[config.mk]
export PLATFORM = sky130hd
export DESIGN_NAME = alu_share_arbiter
export DESIGN_NICKNAME = d
export VERILOG_FILES = /design/src/rtl/alu_share_arbiter_pkg.sv /design/src/rtl/alu_share_arbiter_rr_arb2.sv /design/src/rtl/alu_share_arbiter.sv
export SDC_FILE = /design/constraint.sdc
export NUM_CORES = 1
export LEC_CHECK = 0
export BUFFER_PORTS_ARGS = -buffer_cell sky130_fd_sc_hd__buf_2
export CAP_MARGIN = 0
export CORE_ASPECT_RATIO = 0.9
export CORE_UTILIZATION = 50
export CTS_BUF_LIST = sky130_fd_sc_hd__clkbuf_4
export DETAILED_ROUTE_END_ITERATION = 10
export HOLD_SLACK_MARGIN = 0.03
export PLACE_DENSITY = 0.82
export SKIP_LAST_GASP = 1
export SYNTH_ARGS = -nofsm -noshare
export SYNTH_HDL_FRONTEND = slang
export SYNTH_SLANG_ARGS = --single-unit
[constraint.sdc]
create_clock -name clk_i -period 6.75 [get_ports clk_i]
set_clock_uncertainty 0.15 [all_clocks]
set_input_delay 2.025 -clock clk_i [delete_from_list [all_inputs] [get_ports clk_i]]
set_output_delay 2.025 -clock clk_i [all_outputs]
set_load 0.01 [all_outputs]
[src/rtl/alu_share_arbiter_pkg.sv]
// Shared definitions for the ALU-sharing arbiter: ALU control codes,
// controller state encoding and the multicycle counter width.
package alu_share_arbiter_pkg;

    typedef enum logic [2:0] {
        ALU_ADD     = 3'b000,
        ALU_SRAI    = 3'b001,
        ALU_SUB     = 3'b010,
        ALU_MUL     = 3'b011,
        ALU_XOR     = 3'b100,
        ALU_AND     = 3'b101,
        ALU_ILLEGAL = 3'b110,
        ALU_SLL     = 3'b111
    } alu_ctrl_e;

    typedef enum logic [1:0] {
        S_IDLE = 2'd0,
        S_EXEC = 2'd1,
        S_MUL  = 2'd2,
        S_RESP = 2'd3
    } state_e;

    // Wide enough for MUL_CYCLES-1 up to 14.
    localparam int CNT_W = 4;

endpackage

[src/rtl/alu_share_arbiter_rr_arb2.sv]
// Two-way grant: a lone valid requester wins; on a tie the requester that was
// not served last wins, or requester 0 when fixed priority is selected.
module alu_share_arbiter_rr_arb2 #(
    parameter bit FIXED_PRIO = 1'b0
) (
    input  logic [1:0] valid,
    input  logic       last_grant,
    output logic [1:0] grant,
    output logic       grant_id
);

    // NOTE: every combinational output gets a default first so no path
    // through the block leaves it unassigned, which would infer a latch.
    always_comb begin
        grant_id = 1'b0;
        grant    = 2'b00;
        if (valid == 2'b11) begin
            grant_id = FIXED_PRIO ? 1'b0 : ~last_grant;
        end else if (valid[1]) begin
            grant_id = 1'b1;
        end
        if (valid != 2'b00) begin
            grant[grant_id] = 1'b1;
        end
    end

endmodule

[src/rtl/alu_share_arbiter.sv]
// Schedules two requesters onto one external combinational ALU: accepts one op,
// drives the ALU from latched operands (held longer for MUL), returns the result.
module alu_share_arbiter
    import alu_share_arbiter_pkg::*;
#(
    parameter int WIDTH      = 32,
    parameter int MUL_CYCLES = 4,
    parameter bit FIXED_PRIO = 1'b0
) (
    input  logic             clk_i,
    input  logic             rst_i,
    input  logic             req0_valid_i,
    output logic             req0_ready_o,
    input  logic [WIDTH-1:0] req0_data1_i,
    input  logic [WIDTH-1:0] req0_data2_i,
    input  logic [2:0]       req0_ctrl_i,
    input  logic             req1_valid_i,
    output logic             req1_ready_o,
    input  logic [WIDTH-1:0] req1_data1_i,
    input  logic [WIDTH-1:0] req1_data2_i,
    input  logic [2:0]       req1_ctrl_i,
    output logic             resp0_valid_o,
    input  logic             resp0_ready_i,
    output logic             resp1_valid_o,
    input  logic             resp1_ready_i,
    output logic [WIDTH-1:0] resp_data_o,
    output logic             resp_zero_o,
    output logic             resp_err_o,
    output logic [WIDTH-1:0] alu_data1_o,
    output logic [WIDTH-1:0] alu_data2_o,
    output logic [2:0]       alu_ctrl_o,
    input  logic [WIDTH-1:0] alu_data_i,
    input  logic             alu_zero_i,
    output logic             busy_o
);

    state_e             state, next_state;
    logic               last_grant;
    logic               id;
    logic [WIDTH-1:0]   op1, op2;
    logic [2:0]         op_ctrl;
    logic [CNT_W-1:0]   cnt;

    logic [1:0]         grant;
    logic               grant_id;
    logic               accept;
    logic               resp_hs;
    logic               alu_drive;
    logic [2:0]         sel_ctrl;

    alu_share_arbiter_rr_arb2 #(.FIXED_PRIO(FIXED_PRIO)) u_arb (
        .valid      ({req1_valid_i, req0_valid_i}),
        .last_grant (last_grant),
        .grant      (grant),
        .grant_id   (grant_id)
    );

    assign accept    = (state == S_IDLE) && (grant != 2'b00);
    assign sel_ctrl  = grant_id ? req1_ctrl_i : req0_ctrl_i;
    assign resp_hs   = (state == S_RESP) && (id ? resp1_ready_i : resp0_ready_i);
    assign alu_drive = (state == S_EXEC) || (state == S_MUL);

    assign req0_ready_o  = (state == S_IDLE) && grant[0];
    assign req1_ready_o  = (state == S_IDLE) && grant[1];
    assign resp0_valid_o = (state == S_RESP) && !id;
    assign resp1_valid_o = (state == S_RESP) && id;
    assign busy_o        = (state != S_IDLE);

    // The ALU only ever sees latched operands, never the illegal code.
    assign alu_data1_o = alu_drive ? op1     : '0;
    assign alu_data2_o = alu_drive ? op2     : '0;
    assign alu_ctrl_o  = alu_drive ? op_ctrl : 3'b000;

    always_comb begin
        next_state = state;
        case (state)
            S_IDLE: if (accept) begin
                if (sel_ctrl == ALU_MUL)          next_state = S_MUL;
                else if (sel_ctrl == ALU_ILLEGAL) next_state = S_RESP;
                else                              next_state = S_EXEC;
            end
            S_EXEC: next_state = S_RESP;
            S_MUL:  if (cnt == '0) next_state = S_RESP;
            S_RESP: if (resp_hs) next_state = S_IDLE;
            default: next_state = S_IDLE;
        endcase
    end

    // NOTE: sequential state uses non-blocking assignments so every register
    // samples the pre-edge values, independent of statement order.
    always_ff @(posedge clk_i or posedge rst_i) begin
        if (rst_i) state <= S_IDLE;
        else       state <= next_state;
    end

    always_ff @(posedge clk_i or posedge rst_i) begin
        if (rst_i) begin
            last_grant  <= 1'b1;
            id          <= 1'b0;
            op1         <= '0;
            op2         <= '0;
            op_ctrl     <= 3'b000;
            cnt         <= '0;
            resp_data_o <= '0;
            resp_zero_o <= 1'b0;
            resp_err_o  <= 1'b0;
        end else begin
            case (state)
                S_IDLE: if (accept) begin
                    id      <= grant_id;
                    op1     <= grant_id ? req1_data1_i : req0_data1_i;
                    op2     <= grant_id ? req1_data2_i : req0_data2_i;
                    op_ctrl <= sel_ctrl;
                    cnt     <= CNT_W'(MUL_CYCLES - 1);
                    if (sel_ctrl == ALU_ILLEGAL) begin
                        resp_data_o <= '0;
                        resp_zero_o <= 1'b0;
                        resp_err_o  <= 1'b1;
                    end
                end
                S_EXEC: begin
                    resp_data_o <= alu_data_i;
                    resp_zero_o <= alu_zero_i;
                    resp_err_o  <= 1'b0;
                end
                S_MUL: begin
                    if (cnt == '0) begin
                        resp_data_o <= alu_data_i;
                        resp_zero_o <= alu_zero_i;
                        resp_err_o  <= 1'b0;
                    end else begin
                        cnt <= cnt - 1'b1;
                    end
                end
                S_RESP: if (resp_hs) last_grant <= id;
                default: ;
            endcase
        end
    end

endmodule

==> results of run 1 <==
==> cells in the mapped netlist (2+ instances only) <==
| cell | number | area (sq um) |
|---|---|---|
| buf_4 | 3 | 22.5 |
| and4b_1 | 2 | 20.0 |
| buf_1 | 3 | 11.3 |
| clkbuf_1 | 27 | 101 |
| a22oi_1 | 37 | 278 |
| a21oi_1 | 7 | 35.0 |
| or3b_1 | 2 | 17.5 |
| dfrtp_1 | 108 | 2700 |
| inv_1 | 41 | 154 |
| ha_1 | 7 | 87.6 |
| mux2i_1 | 68 | 681 |
| and3_1 | 2 | 12.5 |
| o21ai_0 | 70 | 350 |
| and2_1 | 70 | 438 |
| buf_2 | 5 | 25.0 |
| nor2_1 | 5 | 18.8 |
| buf_6 | 3 | 33.8 |
| xor2_1 | 2 | 17.5 |
| nand2_1 | 104 | 390 |
| nor3_1 | 2 | 10.0 |
==> layer usage <==
metal	part of all wire, %	GRT usage (%)
met1	40	30.8
met2	51	46.9
met3	6.3	8.01
met4	2.0	8.40
met5	0	0
==> per-stage QoR <==
| stage | instances | total power, uW | setup WS (ps) | util [%] |
|---|---|---|---|---|
| finish | 976 | 3260 | 1770 | 66.0 |
| global route | 976 | 3550 | 1540 | 66.0 |
| detailed placement | 960 | 2970 | 1880 | 64.8 |
| CTS | 976 | 3290 | 1740 | 66.0 |
| floorplan | 584 | 2340 | 1660 | - |
| global placement | 960 | 2880 | 1890 | 64.8 |
==> cells by family (layout without fill, tap and decap cells) <==
| family | Yosys count | in the layout | synth area share (%) |
|---|---|---|---|
| and+or+nand+nor | 190 | 190 | 16.7 |
| muxes | 69 | 69 | 12.4 |
| DFF | 109 | 109 | 49.1 |
| adders and majority gates | 7 | 7 | 1.58 |
| xor gates and xnor gates | 2 | 2 | 0.315 |
| buffers and inverters | 82 | 341 | 6.26 |
| AOI/OAI and AO/OA | 125 | 125 | 13.7 |
==> registers in the layout, summed over array words and instances (netlist names) <==
| name | cells |
|---|---|
| cnt | 4 |
| id | 1 |
| last_grant | 1 |
| op1 | 32 |
| op2 | 32 |
| op_ctrl | 3 |
| resp_data_o | 32 |
| resp_err_o | 1 |
| resp_zero_o | 1 |
| state | 2 |
==> how the worst max path moves through the flow <==
stage	end	depth (start not counted)	slack, ps	start
after global placement	req1_ready_o	4	1890	req1_valid_i
after CTS	alu_data1_o[9]	5	1740	state[1]
final	alu_data1_o[9]	5	1770	state[1]
after global routing	alu_data1_o[4]	5	1540	state[1]
after detailed placement	req1_ready_o	4	1880	req1_valid_i
after floorplan	req1_ready_o	4	1660	req1_valid_i
==> power by group through the flow <==
stage / logic [uW] / registers, uW / clock network, uW
4_1_cts: 1840 / 1120 / 333
5_1_grt: 2040 / 1150 / 355
2_1_floorplan: 1210 / 1130 / 0
3_5_place_dp: 1830 / 1140 / 0
3_3_place_gp: 1760 / 1120 / 0
6_report: 1820 / 1120 / 317
==> layout make-up <==
class                      instances  area (sq um)  area share, %
clock buffer                       9          67.6          0.948
clock inverter                     7          62.6          0.877
inverter                          41           156           2.19
multi-input combinational        393          2510           35.2
sequential                       109          2730           38.3
tap                              133           166           2.33
timing repair buffer             284          1440           20.1
==> critical path, cell delays in order, from the launching register on <==
cell	delay (ps)
dfrtp_1	440
inv_1	100
ha_2	890
buf_4	530
and2_1	200
buf_2	130
==> out/metrics.csv, run 1 <==
stage,metric,value,unit
run_status,status,finished clean,
floorplanning,die_area,11500,sq um
power_and_ir_drop,power.density,457,nW/um^2
setup_path,criticalPathCategory,reg -> out,
route,route.detailed.drc,0,
synthesis,syn_avg_cell_area,9.52,sq um
setup_path,worstSetupStartpointType,register,
floorplanning,pin_count,279,
route,finalWirelength,15100,microns
clock_network,cts_setup_buffers,0,
setup_path,cp.required,4580,ps
route,dr_total_vias,5094,
setup_path,rr_worst_depth,5,
timing,fin_crit_sh,73.8,%
synthesis,netlist_area,5560,sq um
clock_network,insertion_delay,490,ps
timing,fin_tns_setup,0,ps
setup_path,rr_startpoint,state[1],
setup_path,r2r_end,resp_data_o[10],
synthesis,synthCells,584,
route,viasPerCell,5.22,
route,antenna_left,0,
timing,fmax,0.201,GHz
clock_network,cts-root-buf,clkbuf_4,
power_and_ir_drop,power_frac_clock,9.7,%
timing,rsz0062_at_grt,false,
floorplanning,start_util,51.4,%
synthesis,synth_edf_count,0,
power_and_ir_drop,leakagePower,0.00396,uW
setup_path,endpoint_kind,primary output,
clock_network,cts_resized,0,
global_route,grt_usage,26.4,%
route,wl_per_cell,15.4,microns
timing,finalCriticalPeriod,4980,ps
placement,gp_congestion,0.836,
clock_network,cts_buffer_depth,2,
timing,slew_headroom,25.7,%
route,drtPass1Iterations,7,
global_route,grt_pass1_wl,23500,microns
synthesis,ys_ff_latch,109,
floorplanning,die_h,102,microns
placement,dpl_cell_area,7000,sq um
power_and_ir_drop,p_int,1800,uW
global_route,grt_max_degree,100,
route,drtIter0Drc,247,
worst_hold_path,hold_start,op2[1],
timing,hold_violations,0,
global_route,grt_pass1_vias,4847,
final_layout,nets,1018,
power_and_ir_drop,power_switching,1460,uW
final_layout,drive_gt1_share,36.7,%
final_layout,syn_to_final_growth,28.2,%
setup_path,cp.arrival,2810,ps
synthesis,ys.flop_type,dfrtp_1,
clock_network,cts_sinks,109,
synthesis,yosys.cell_types.count,36,
worst_hold_path,min_to,op2[1],
synthesis,yosysWarnings,0,
clock_network,cts_tree,built,
timing,whs,342,ps
timing,worst_slew_pin_slew,1110,ps
setup_path,path_max_fanout,56,
setup_path,rrSetupSlack,3420,ps
worst_hold_path,hp-class,reg -> reg,
power_and_ir_drop,switching_share,44.7,%
final_layout,final_common_cell,buf_2,
floorplanning,core_area,10800,sq um
power_and_ir_drop,ir_drop,0.271,mV
clock_network,cts.htree.levels,3,
placement,numPortBuffers,278,
final_layout,fillers,915,
clock_network,path_clk_slew,180,ps
synthesis,ys_async_sr_fraction,100,%
clock_network,cts_hold_buf,0,
final_layout,fin_area,7130,sq um
final_layout,num_antenna_cells,0,
final_layout,layout_common_cells,"buf_2, dfrtp_1, nand2_1",
power_and_ir_drop,seqPwrFrac,34.3,%
flow_run,maxCapViolations,0,
floorplanning,rows,36,
synthesis,yosysSeqAreaShare,49.1,%
placement,dp_hpwl,11200,microns
floorplanning,die_w,113,microns
clock_network,numCtsBuffers,9,
power_and_ir_drop,combPwrFrac,56.0,%
global_route,antenna_found_initial,1,
timing,setup_viol,0,
worst_hold_path,whs_path_depth,2,
global_route,grt_overflow,0,
timing,slew_viol_final,0,
synthesis,syn-num-nets,764,
(Power assumes the default switching activity.)
==> run 2, diff against run 1 <==
--- a/config.mk
+++ b/config.mk
@@ -5,14 +5,15 @@
 export SDC_FILE = /design/constraint.sdc
 export NUM_CORES = 1
 export LEC_CHECK = 0
+export ABC_AREA = 1
 export BUFFER_PORTS_ARGS = -buffer_cell sky130_fd_sc_hd__buf_2
 export CAP_MARGIN = 0
 export CORE_ASPECT_RATIO = 0.9
-export CORE_UTILIZATION = 50
+export CORE_UTILIZATION = 43
 export CTS_BUF_LIST = sky130_fd_sc_hd__clkbuf_4
 export DETAILED_ROUTE_END_ITERATION = 10
 export HOLD_SLACK_MARGIN = 0.03
-export PLACE_DENSITY = 0.82
+export PLACE_DENSITY = 0.75
 export SKIP_LAST_GASP = 1
 export SYNTH_ARGS = -nofsm -noshare
 export SYNTH_HDL_FRONTEND = slang
==> constraint.sdc (replaced) <==
create_clock -name clk_i -period 4.17 [get_ports clk_i]
set_clock_uncertainty 0.15 [all_clocks]
set_input_delay 1.251 -clock clk_i [delete_from_list [all_inputs] [get_ports clk_i]]
set_output_delay 1.251 -clock clk_i [all_outputs]
set_load 0.01 [all_outputs]
==> run 2 against run 1 <==
Net effect:
- sequential share of layout area down 1.3 points
- cell area is 3.4% higher
- hold slack got worse by 6.1 ps
- highest routed layer unchanged
- flip-flop and latch count did not move
- critical endpoint is now alu_data2_o[30]
- synthesized cell count is 38% higher
- largest cell class unchanged
- setup slack got worse by 1300 ps
==> out/metrics.csv, run 2 <==
stage,metric,value,unit,change
synthesis,netlist_top_cells_area,"dfrtp_1, nand2_1, inv_1, nand3_1, o21ai_0",,
synthesis,ys.flop_type,dfrtp_1,,
global_route,grt_pass1_wl,25600,microns,+9.1%
final_layout,syn_to_final_growth,29.3,%,
worst_hold_path,hp-class,reg -> reg,,
setup_path,cp.arrival,2260,ps,-550 ps
clock_network,path_clk_slew,160,ps,-20 ps
synthesis,synthCells,807,,+38%
power_and_ir_drop,leakagePower,0.00479,uW,+21%
final_layout,nets,1245,,+22%
floorplanning,die_w,123,microns,+9.1%
final_layout,top_regs,"op1 (32), op2 (32), resp_data_o (32)",,
final_layout,layout_common_cells,"nand2_1, buf_2, inv_1",,
clock_network,cts_sinks,109,,unchanged
placement,dp_hpwl,11400,microns,+2.4%
setup_path,criticalPathCategory,reg -> out,,
synthesis,synth_most_common_cell,nand2_1,,
global_route,grt_pass1_vias,5265,,+8.6%
floorplanning,die_area,13700,sq um,+19%
setup_path,cp-endpoint,alu_data2_o[30],,
synthesis,yosys.cell_types.count,26,,-28%
timing,setup_viol,0,,unchanged
route,wl_per_cell,13.0,microns,-16%
timing,fin_crit_sh,87.7,%,
floorplanning,rows,39,,+8.3%
synthesis,post-synth-top-area-cell,dfrtp_1,,
global_route,grt_usage,23.8,%,-2.6 points
final_layout,multiInputGateArea,2320,sq um,-7.8%
timing,finalCriticalPeriod,3660,ps,
final_layout,fillers,1284,,+40%
route,drtIter0Drc,371,,+50%
route,drtPass1Iterations,4,,-3
clock_network,cts.htree.levels,3,,unchanged
synthesis,netlist_area,5700,sq um,+2.6%
synthesis,syn_avg_cell_area,7.07,sq um,-26%
placement,numPortBuffers,278,,unchanged
clock_network,numCtsBuffers,9,,unchanged
global_route,grt_overflow,0,,unchanged
setup_path,rrSetupSlack,1790,ps,-1630 ps
run_status,status,finished clean,,
timing,fmax,0.273,GHz,
clock_network,cts_hold_buf,0,,unchanged
timing,hold_violations,0,,unchanged
final_layout,drive_gt1_share,30.1,%,-6.6 points
route,antenna_left,0,,unchanged
route,route.detailed.drc,0,,unchanged
setup_path,cp.required,2770,ps,-1810 ps
global_route,grt_max_degree,54,,-46%
flow_run,maxCapViolations,0,,unchanged
clock_network,cts_tree,built,,
route,dr_total_vias,5836,,+15%
synthesis,ys_async_sr_fraction,100,%,unchanged
floorplanning,die_h,111,microns,+9.0%
synthesis,ys_ff_latch,109,,unchanged
final_layout,final_common_cell,nand2_1,,
floorplanning,pin_count,279,,unchanged
timing,fin_tns_setup,0,ps,unchanged
clock_network,cts_setup_buffers,0,,unchanged
route,finalWirelength,16000,microns,+6.4%
clock_network,cts_resized,0,,unchanged
power_and_ir_drop,ir_drop,0.588,mV,+120%
clock_network,cts_buffer_depth,2,,unchanged
timing,worst_slew_pin_slew,790,ps,-324 ps
power_and_ir_drop,power.density,788,nW/um^2,+73%
floorplanning,start_util,44.4,%,-7.0 points
setup_path,path_max_fanout,48,,-14%
global_route,antenna_found_initial,0,,-1
setup_path,rr_worst_depth,10,,+5
setup_path,startpoint,state[0],,
synthesis,syn-num-nets,987,,+29%
synthesis,yosysWarnings,0,,unchanged
timing,slew_headroom,47.2,%,+22 points
synthesis,synth_edf_count,0,,unchanged
worst_hold_path,hold_start,resp_data_o[14],,
synthesis,yosysSeqAreaShare,47.8,%,-1.2 points
route,viasPerCell,4.74,,-9.2%
clock_network,cts-root-buf,clkbuf_4,,
setup_path,r2r_end,resp_data_o[22],,
timing,rsz0062_at_grt,false,,
placement,gp_congestion,0.809,,-3.2%
final_layout,seq_area,2730,sq um,unchanged
synthesis,synth_top_area_share,47.4,%,-1.2 points
timing,slew_viol_final,0,,unchanged
clock_network,insertion_delay,470,ps,-20 ps
final_layout,num_antenna_cells,0,,unchanged
setup_path,worstSetupStartpointType,register,,
floorplanning,core_area,12800,sq um,+19%
final_layout,fin_area,7370,sq um,+3.4%
synthesis,ys_top_cells_by_count,"nand2_1, inv_1, dfrtp_1, nand3_1, o21ai_0",,
placement,dpl_cell_area,7220,sq um,+3.2%
setup_path,rr_startpoint,last_grant,,
setup_path,endpoint_kind,primary output,,
[run 2: layout make-up]
type / count / share of cell area [%]
Sequential cell: 109 / 37.0
Multi-Input combinational cell: 535 / 31.4
Timing Repair Buffer: 290 / 20.6
Inverter: 120 / 6.16
Tap cell: 164 / 2.78
Clock buffer: 12 / 1.22
Clock inverter: 2 / 0.814
[run 2: metrics by stage]
step / total power [uW] / worst slack, ps / instances / utilization, % / hold WS (ps)
final: 5810 / 513 / 1232 / 57.5 / 336
after global routing: 6380 / 352 / 1232 / 57.5 / 350
after CTS: 5870 / 438 / 1232 / 57.5 / 339
after detailed placement: 5280 / 804 / 1218 / 56.3 / 303
after global placement: 5200 / 817 / 1218 / 56.3 / 299
after floorplan: 4090 / 919 / 807 / - / 303
[run 2: worst min path at each step]
| stage | slack, ps | depth (start not counted) | endpoint |
|---|---|---|---|
| after floorplan | 300 | 2 | op2[10] |
| after global placement | 300 | 2 | resp_data_o[8] |
| after detailed placement | 300 | 2 | resp_data_o[0] |
| after CTS | 340 | 2 | resp_data_o[11] |
| after global routing | 350 | 2 | resp_data_o[11] |
| final | 340 | 2 | resp_data_o[14] |
[run 2: routing by layer]
metal	GRT usage (%)	wire [microns]	vias up
met5	0	0	-
met4	7.23	341	0
met3	5.40	954	26
met2	39.0	7650	209
met1	31.0	7100	2651
li1	-	-	2950
[run 2: power breakdown]
| part | internal (uW) | total [uW] | leakage, uW | switching (uW) |
|---|---|---|---|---|
| Clock | 258 | 590 | 0.0000835 | 332 |
| Combinational | 1240 | 3390 | 0.00336 | 2150 |
| Sequential | 1560 | 1830 | 0.00135 | 272 |
[run 2: cell families after synthesis]
kind of cell	Yosys count	share of synthesized area, %
flops	109	47.8
simple gates	461	32.9
fa+ha+maj	7	1.54
buf+inv	163	11.8
compound gates	67	5.97
[run 2: critical path: stages, from the launching register on]
cell and delay [ps]:
dfrtp_1 440, inv_1 120, ha_4 610, buf_12 300, nand2_1 90, inv_1 70
buf_2 130
